File: src/rtl/mem_lsu_pkg.sv
// Shared encodings for the MEM-stage load/store unit: memory op codes,
// FSM states, byte-enable patterns and op classification helpers.
package mem_lsu_pkg;

    typedef enum logic [3:0] {
        MEM_OP_NONE = 4'd0,
        MEM_OP_LB   = 4'd1,
        MEM_OP_LBU  = 4'd2,
        MEM_OP_LH   = 4'd3,
        MEM_OP_LHU  = 4'd4,
        MEM_OP_LW   = 4'd5,
        MEM_OP_SB   = 4'd6,
        MEM_OP_SH   = 4'd7,
        MEM_OP_SW   = 4'd8
    } mem_op_e;

    typedef enum logic {
        ST_IDLE = 1'b0,
        ST_REQ  = 1'b1
    } state_e;

    localparam logic [3:0] BE_NONE    = 4'b0000;
    localparam logic [3:0] BE_BYTE0   = 4'b0001;
    localparam logic [3:0] BE_LO_HALF = 4'b0011;
    localparam logic [3:0] BE_HI_HALF = 4'b1100;
    localparam logic [3:0] BE_WORD    = 4'b1111;

    // Encodings 9..15 are not memory ops and behave like NONE.
    function automatic logic is_mem(input logic [3:0] op);
        return (op >= MEM_OP_LB) && (op <= MEM_OP_SW);
    endfunction

    function automatic logic is_store(input logic [3:0] op);
        return (op == MEM_OP_SB) || (op == MEM_OP_SH) || (op == MEM_OP_SW);
    endfunction

endpackage

File: src/rtl/mem_lsu_align.sv
// Combinational lane logic: byte enables, alignment check, store-lane
// replication and load lane selection with sign/zero extension.
module mem_lsu_align
    import mem_lsu_pkg::*;
(
    input  logic [3:0]  op,
    input  logic [1:0]  addr_lo,
    input  logic [31:0] sdata,
    input  logic [31:0] rdata,
    output logic [3:0]  be,
    output logic        misaligned,
    output logic [31:0] store_lanes,
    output logic [31:0] load_data
);

    logic [7:0]  byte_s;
    logic [15:0] half_s;

    // Lane decode for the current op and low address bits.
    always_comb begin
        be          = BE_NONE;
        misaligned  = 1'b0;
        store_lanes = sdata;
        load_data   = rdata;
        byte_s      = rdata[{addr_lo, 3'b000} +: 8];
        half_s      = addr_lo[1] ? rdata[31:16] : rdata[15:0];

        case (op)
            MEM_OP_LB, MEM_OP_LBU, MEM_OP_SB: begin
                be         = BE_BYTE0 << addr_lo;
                misaligned = 1'b0;
            end
            MEM_OP_LH, MEM_OP_LHU, MEM_OP_SH: begin
                be         = addr_lo[1] ? BE_HI_HALF : BE_LO_HALF;
                misaligned = addr_lo[0];
            end
            MEM_OP_LW, MEM_OP_SW: begin
                be         = BE_WORD;
                misaligned = |addr_lo;
            end
            default: begin
                be         = BE_NONE;
                misaligned = 1'b0;
            end
        endcase

        case (op)
            MEM_OP_SB: store_lanes = {4{sdata[7:0]}};
            MEM_OP_SH: store_lanes = {2{sdata[15:0]}};
            default:   store_lanes = sdata;
        endcase

        case (op)
            MEM_OP_LB:  load_data = {{24{byte_s[7]}}, byte_s};
            MEM_OP_LBU: load_data = {24'd0, byte_s};
            MEM_OP_LH:  load_data = {{16{half_s[15]}}, half_s};
            MEM_OP_LHU: load_data = {16'd0, half_s};
            default:    load_data = rdata;
        endcase
    end

endmodule

File: src/rtl/mem_lsu.sv
// MEM stage: issues one data-memory access per load/store over a req/ack
// port, stalls the pipeline meanwhile, and registers the MEM/WB results.
module mem_lsu
    import mem_lsu_pkg::*;
#(
    parameter int ADDR_W      = 32,
    parameter int REG_AW      = 5,
    parameter int ACK_TIMEOUT = 16
) (
    input  logic              clk,
    input  logic              rst,
    input  logic              valid_i,
    input  logic [3:0]        mem_op_i,
    input  logic [ADDR_W-1:0] addr_i,
    input  logic [31:0]       sdata_i,
    input  logic [31:0]       wdata_i,
    input  logic [REG_AW-1:0] waddr_i,
    input  logic              we_i,
    output logic              stall_o,
    output logic              dmem_req_o,
    output logic              dmem_we_o,
    output logic [ADDR_W-1:0] dmem_addr_o,
    output logic [3:0]        dmem_be_o,
    output logic [31:0]       dmem_wdata_o,
    input  logic [31:0]       dmem_rdata_i,
    input  logic              dmem_ack_i,
    output logic [31:0]       wdata_o,
    output logic [REG_AW-1:0] waddr_o,
    output logic              we_o,
    output logic              adel_o,
    output logic              ades_o,
    output logic              buserr_o,
    output logic [ADDR_W-1:0] badvaddr_o
);

    localparam int CNT_W = (ACK_TIMEOUT > 2) ? $clog2(ACK_TIMEOUT) : 1;
    localparam logic [CNT_W-1:0] CNT_LAST = CNT_W'(ACK_TIMEOUT - 1);

    state_e            state_r;
    logic [3:0]        op_r;
    logic [ADDR_W-1:0] addr_r;
    logic [REG_AW-1:0] waddr_lat_r;
    logic              we_lat_r;
    logic [CNT_W-1:0]  cnt_r;
    logic              dmem_req_r, dmem_we_r;
    logic [ADDR_W-1:0] dmem_addr_r;
    logic [3:0]        dmem_be_r;
    logic [31:0]       dmem_wdata_r;
    logic [31:0]       wdata_r;
    logic [REG_AW-1:0] waddr_r;
    logic              we_r, adel_r, ades_r, buserr_r;
    logic [ADDR_W-1:0] badvaddr_r;

    logic              in_req_s;
    logic [3:0]        sel_op_s;
    logic [1:0]        sel_lo_s;
    logic [3:0]        be_s;
    logic              misaligned_s;
    logic [31:0]       lanes_s, load_s;
    logic              accept_s, timeout_s, stall_s;

    // While waiting for ack the lane logic decodes the latched access so
    // the load extension uses the original op and address.
    assign in_req_s = (state_r == ST_REQ);
    assign sel_op_s = in_req_s ? op_r : mem_op_i;
    assign sel_lo_s = in_req_s ? addr_r[1:0] : addr_i[1:0];

    mem_lsu_align u_align (
        .op          (sel_op_s),
        .addr_lo     (sel_lo_s),
        .sdata       (sdata_i),
        .rdata       (dmem_rdata_i),
        .be          (be_s),
        .misaligned  (misaligned_s),
        .store_lanes (lanes_s),
        .load_data   (load_s)
    );

    assign accept_s  = !in_req_s && valid_i && is_mem(mem_op_i) && !misaligned_s;
    assign timeout_s = in_req_s && !dmem_ack_i && (cnt_r == CNT_LAST);

    // Stall is combinational so the earlier stages freeze in the same cycle.
    always_comb begin
        stall_s = 1'b0;
        if (in_req_s) begin
            stall_s = !dmem_ack_i && !timeout_s;
        end else begin
            stall_s = accept_s;
        end
    end

    // FSM, timeout counter, dmem port registers and MEM/WB registers.
    always_ff @(posedge clk or negedge rst) begin
        if (!rst) begin
            state_r      <= ST_IDLE;
            op_r         <= 4'd0;
            addr_r       <= '0;
            waddr_lat_r  <= '0;
            we_lat_r     <= 1'b0;
            cnt_r        <= '0;
            dmem_req_r   <= 1'b0;
            dmem_we_r    <= 1'b0;
            dmem_addr_r  <= '0;
            dmem_be_r    <= 4'd0;
            dmem_wdata_r <= 32'd0;
            wdata_r      <= 32'd0;
            waddr_r      <= '0;
            we_r         <= 1'b0;
            adel_r       <= 1'b0;
            ades_r       <= 1'b0;
            buserr_r     <= 1'b0;
            badvaddr_r   <= '0;
        end else begin
            we_r     <= 1'b0;
            adel_r   <= 1'b0;
            ades_r   <= 1'b0;
            buserr_r <= 1'b0;
            case (state_r)
                ST_IDLE: begin
                    if (!valid_i) begin
                        we_r <= 1'b0;
                    end else if (!is_mem(mem_op_i)) begin
                        wdata_r <= wdata_i;
                        waddr_r <= waddr_i;
                        we_r    <= we_i;
                    end else if (misaligned_s) begin
                        adel_r     <= !is_store(mem_op_i);
                        ades_r     <= is_store(mem_op_i);
                        badvaddr_r <= addr_i;
                    end else begin
                        op_r         <= mem_op_i;
                        addr_r       <= addr_i;
                        waddr_lat_r  <= waddr_i;
                        we_lat_r     <= we_i;
                        cnt_r        <= '0;
                        dmem_req_r   <= 1'b1;
                        dmem_we_r    <= is_store(mem_op_i);
                        dmem_addr_r  <= {addr_i[ADDR_W-1:2], 2'b00};
                        dmem_be_r    <= be_s;
                        dmem_wdata_r <= lanes_s;
                        state_r      <= ST_REQ;
                    end
                end
                ST_REQ: begin
                    if (dmem_ack_i) begin
                        dmem_req_r <= 1'b0;
                        state_r    <= ST_IDLE;
                        if (!is_store(op_r)) begin
                            wdata_r <= load_s;
                            waddr_r <= waddr_lat_r;
                            we_r    <= we_lat_r;
                        end else begin
                            we_r <= 1'b0;
                        end
                    end else if (cnt_r == CNT_LAST) begin
                        dmem_req_r <= 1'b0;
                        state_r    <= ST_IDLE;
                        buserr_r   <= 1'b1;
                        badvaddr_r <= addr_r;
                    end else begin
                        cnt_r <= cnt_r + CNT_W'(1);
                    end
                end
                default: begin
                    state_r    <= ST_IDLE;
                    dmem_req_r <= 1'b0;
                end
            endcase
        end
    end

    assign stall_o      = stall_s;
    assign dmem_req_o   = dmem_req_r;
    assign dmem_we_o    = dmem_we_r;
    assign dmem_addr_o  = dmem_addr_r;
    assign dmem_be_o    = dmem_be_r;
    assign dmem_wdata_o = dmem_wdata_r;
    assign wdata_o      = wdata_r;
    assign waddr_o      = waddr_r;
    assign we_o         = we_r;
    assign adel_o       = adel_r;
    assign ades_o       = ades_r;
    assign buserr_o     = buserr_r;
    assign badvaddr_o   = badvaddr_r;

endmodule

File: config.mk
export PLATFORM = sky130hd
export DESIGN_NAME = mem_lsu
export DESIGN_NICKNAME = d
export VERILOG_FILES = /design/src/rtl/mem_lsu_pkg.sv /design/src/rtl/mem_lsu_align.sv /design/src/rtl/mem_lsu.sv
export SDC_FILE = /design/constraint.sdc
export NUM_CORES = 1
export LEC_CHECK = 0
export CORE_UTILIZATION = 50
export DETAILED_ROUTE_END_ITERATION = 12
export HOLD_SLACK_MARGIN = 0.06
export PLACE_DENSITY_LB_ADDON = 0.15
export RECOVER_POWER = 25
export SYNTH_ARGS = -nofsm -noshare
export SYNTH_HDL_FRONTEND = slang
export SYNTH_SLANG_ARGS = --single-unit
File: constraint.sdc
create_clock -name clk -period 3.8 [get_ports clk]
set_clock_uncertainty 0.05 [all_clocks]
set_input_delay 0.38 -clock clk [delete_from_list [all_inputs] [get_ports clk]]
set_output_delay 0.38 -clock clk [all_outputs]
set_load 0.01 [all_outputs]
==> summary.md <==
| Metric | Value |
|---|---|
| Status | complete, but fails checks |
| Violated checks | max-capacitance violations, max-slew violations |
| Residual DRC | 0 |
| Worst-path clk slew | about 0.07 ns |
| Crit-path max FO | 23 |
| Die area | roughly 0.018 sq mm |
| Final Hold Viols | 0 |
| Clock Tree Buf Depth | 2 |
| Setup CP Type | reg -> out |
| Worst path slowest cell | dfrtp_4 |
| Cell family with most CP delay | buffers and inverters |
| Startpoint Class | register |
| First drt pass iteration count | 5 |
| Die Ht | between 100 and 150 um |
| Pin count of the biggest net entering global routing | 94 |
| Worst-margin pin slew | approximately 2.3 ns |
| Post-Syn Instances | 708 |
| Detailed-route wire length | around 23000 um |
| Global-route wire length before repair | between 30000 and 40000 um |
| Post_cts resized | 0 |
| Antenna violations before repair | 0 |
| Final Cell Area | approximately 0.012 sq mm |
| RD Place Congestion | slightly below 0.9 |
| Clock power frac | between 20% and 30% |
| Worst reg2reg startpoint | in_req_s |
| Nets | between 1000 and 1500 |
| CP Cell Sequence | inv_2 > mux2i_1 > a41oi_4 > a21oi_4 > o21ai_0 > clkdlybuf4s50_1 |
| Sw frac | around a third |
| Worst-Skew Late Latency | ~0.43 ns |
| DIE WIDTH | 133 um |
| EDFF count, synth | 0 |
| Core Util, Final | a little under three quarters |
| YS warnings | 0 |
| Asr flop ratio synth | 100% |
| Pwr dens | ~790 mW/mm^2 |
| RSZ-0062 raised after global routing | no |
| Starting density of the core | about half |
| Remaining global-route overflow | 0 |
| I/O pin count | roughly 290 |
| Syn Area/Cell | between 10 and 15 sq um |
| Root Buffer | clkbuf_16 |
| Area leader, netlist | dfrtp_1 |
| GRT Total Usage | 27.0% |
| Seq/Total Area, Yosys | a little under half |
| Comb power frac | around 47% |
| TritonCTS Sinks | about 160 |
| Max-slew violations | 93 |
| PortBufs | ~280 |
| Core Region | between 0.015 and 0.02 sq mm |
| Critical path depth | 6 |
| Largest stage delay, worst path | 0.62 ns |
| Setup-failing EPs final | 0 |
| Worst rel slew slack | -56.5% |
| WHS Path Cells | 1 |
| Most common cell in the netlist | dfrtp_1 |
| Synthesis-to-layout area growth | 39.4% |
| Share of cells above drive strength 1 | approximately 22% |
| #FFs+latches synth | approximately 160 |
| Worst EP arrival | around 3.2 ns |
| Initial DRC count | approximately 320 |
| Postcts setup bufs | 0 |
| CP Capture Type | output pin |
| Synth Flop Type | dfrtp_1 |
| Hold Crit Start | badvaddr_o[5] |
| Post-DR vias/cell | between 5 and 6 |
| CP Data Required Time | around 3.4 ns |
| Worst hold path type | reg -> reg |
| Via count | about 6500 |
| Wirelength per Cell | roughly 20 um |
| Internal | 6.36 mW |
| Reg power frac | 32.5% |
| Cell Area, Synth | around 0.0086 sq mm |
| FP Rows | 47 |
| Synth unique cells | 53 |
| CTS tree | done |
| # H-tree levels | 4 |
| CTS buffer count | 17 |
| Area share of the leading cell type in the synthesized netlist | between 40% and 50% |
| Maximum capacitance violations | 1 |
| Placed cells | 1149 |
| R2R cell count | 5 |
| Crit path from | in_req_s |
| Tmin final | 3.59 ns |
| Placed inst area | 0.0113 sq mm |
| Setup TNS Final | 0 ns |
| Switch Pwr | approximately 3.1 mW |
| Non-Filler Instances | about 1200 |
| Main area contributors after synthesis | dfrtp_1, mux2_4, mux2_2, mux2i_1, buf_4 |
| Fillers | 1177 |
| LEAKAGE | between 4 and 5 nW |
| Commonest cells in the netlist | dfrtp_1, mux2_4, mux2_2, nor2_1, mux2i_1 |
| R2r setup slk | approximately 0.60 ns |
| Max Freq | ~280 MHz |
| Post-detail-place hpwl | ~17000 um |
| Diodes inserted | 0 |
| Max IR drop VDD | 0.475 mV |
| Post-route clock period utilization | 94.6% |
| Worst path buffer plus inverter count | 2 |
| Antenna Nets Post-Route | 0 |
| Vias in the first global route | roughly 7000 |
[worst paths after layout]
path / to
worst max-delay path: stall_o
worst min-delay path: badvaddr_o[5]
worst max register to register: wdata_o[18]
worst min register to register: badvaddr_o[5]
max in group asynchronous: in_req_s
min in group asynchronous: wdata_o[29]
[sequential cells by signal, indices dropped and copies added (netlist names)]
signal	count
dmem_be_o	4
we_o	1
dmem_wdata_o	32
cnt_r	4
badvaddr_o	32
adel_o	1
op_r	4
dmem_we_o	1
we_lat_r	1
buserr_o	1
wdata_o	32
ades_o	1
addr_r	32
dmem_req_o	1
waddr_o	5
waddr_lat_r	5
in_req_s	1
[area by class of cell]
type                            instances  area (sq um)  share of cell area [%]
Timing Repair Buffer                  299          3040                    25.3
Multi-Input combinational cell        463          4040                    33.7
Clock buffer                           17           425                    3.54
Tap cell                              220           275                    2.29
Sequential cell                       158          3960                    33.0
Inverter                               10          37.5                   0.313
Clock inverter                         15           231                    1.93
[cells in the final DEF (no fill, tap or decap), types with 9 or more instances in the layout]
cell / n
nand2_1: 31
mux2_2: 70
a221oi_1: 16
mux2_1: 12
inv_1: 9
o21ai_0: 20
clkbuf_16: 17
mux2_4: 74
clkdlybuf4s50_1: 282
a21oi_1: 24
mux2i_1: 35
nor2_1: 68
dfrtp_1: 157
[power by group through the flow]
stage | Sequential, mW | Clock (mW) | Combinational, mW
2_1_floorplan | 3.21 | 0 | 2.42
5_1_grt | 3.19 | 2.03 | 4.75
3_3_place_gp | 3.04 | 0 | 4.39
3_5_place_dp | 3.08 | 0 | 4.49
6_report | 3.08 | 1.92 | 4.48
4_1_cts | 3.08 | 1.95 | 4.51
[logic make-up after synthesis]
logic type / count (synthesis) / synth area share (%)
DFF: 158 / 45.9
muxes: 193 / 27.9
buffers and inverters: 88 / 7.34
other: 1 / 0.0436
AOI/OAI and AO/OA: 111 / 9.93
and+or+nand+nor: 151 / 8.18
xor gates and xnor gates: 5 / 0.509
adders and majority gates: 1 / 0.145
[per-stage QoR]
step	power [mW]	hold slack, ns	worst slack [ns]
2_1_floorplan	5.63	0.0344	1.42
3_3_place_gp	7.43	0.417	0.476
3_5_place_dp	7.57	0.424	0.396
4_1_cts	9.54	0.440	0.216
5_1_grt	9.97	0.464	0.0722
6_report	9.48	0.437	0.207
[metal layers]
metal / vias to the layer above / track usage, % / wire length [um]
met5: - / 0 / 0
li1: 2979 / - / -
met3: 54 / 7.88 / 1550
met4: 0 / 11.6 / 863
met1: 3212 / 32.7 / 9420
met2: 244 / 45.1 / 11400
[repair_timing]
action / 4_1_cts / 5_1_grt
hold endpoints to repair: 92 / 0
endpoints found under the setup margin: 0 / 0
hold buffers: 1 / 0
(Power assumes the default switching activity.)
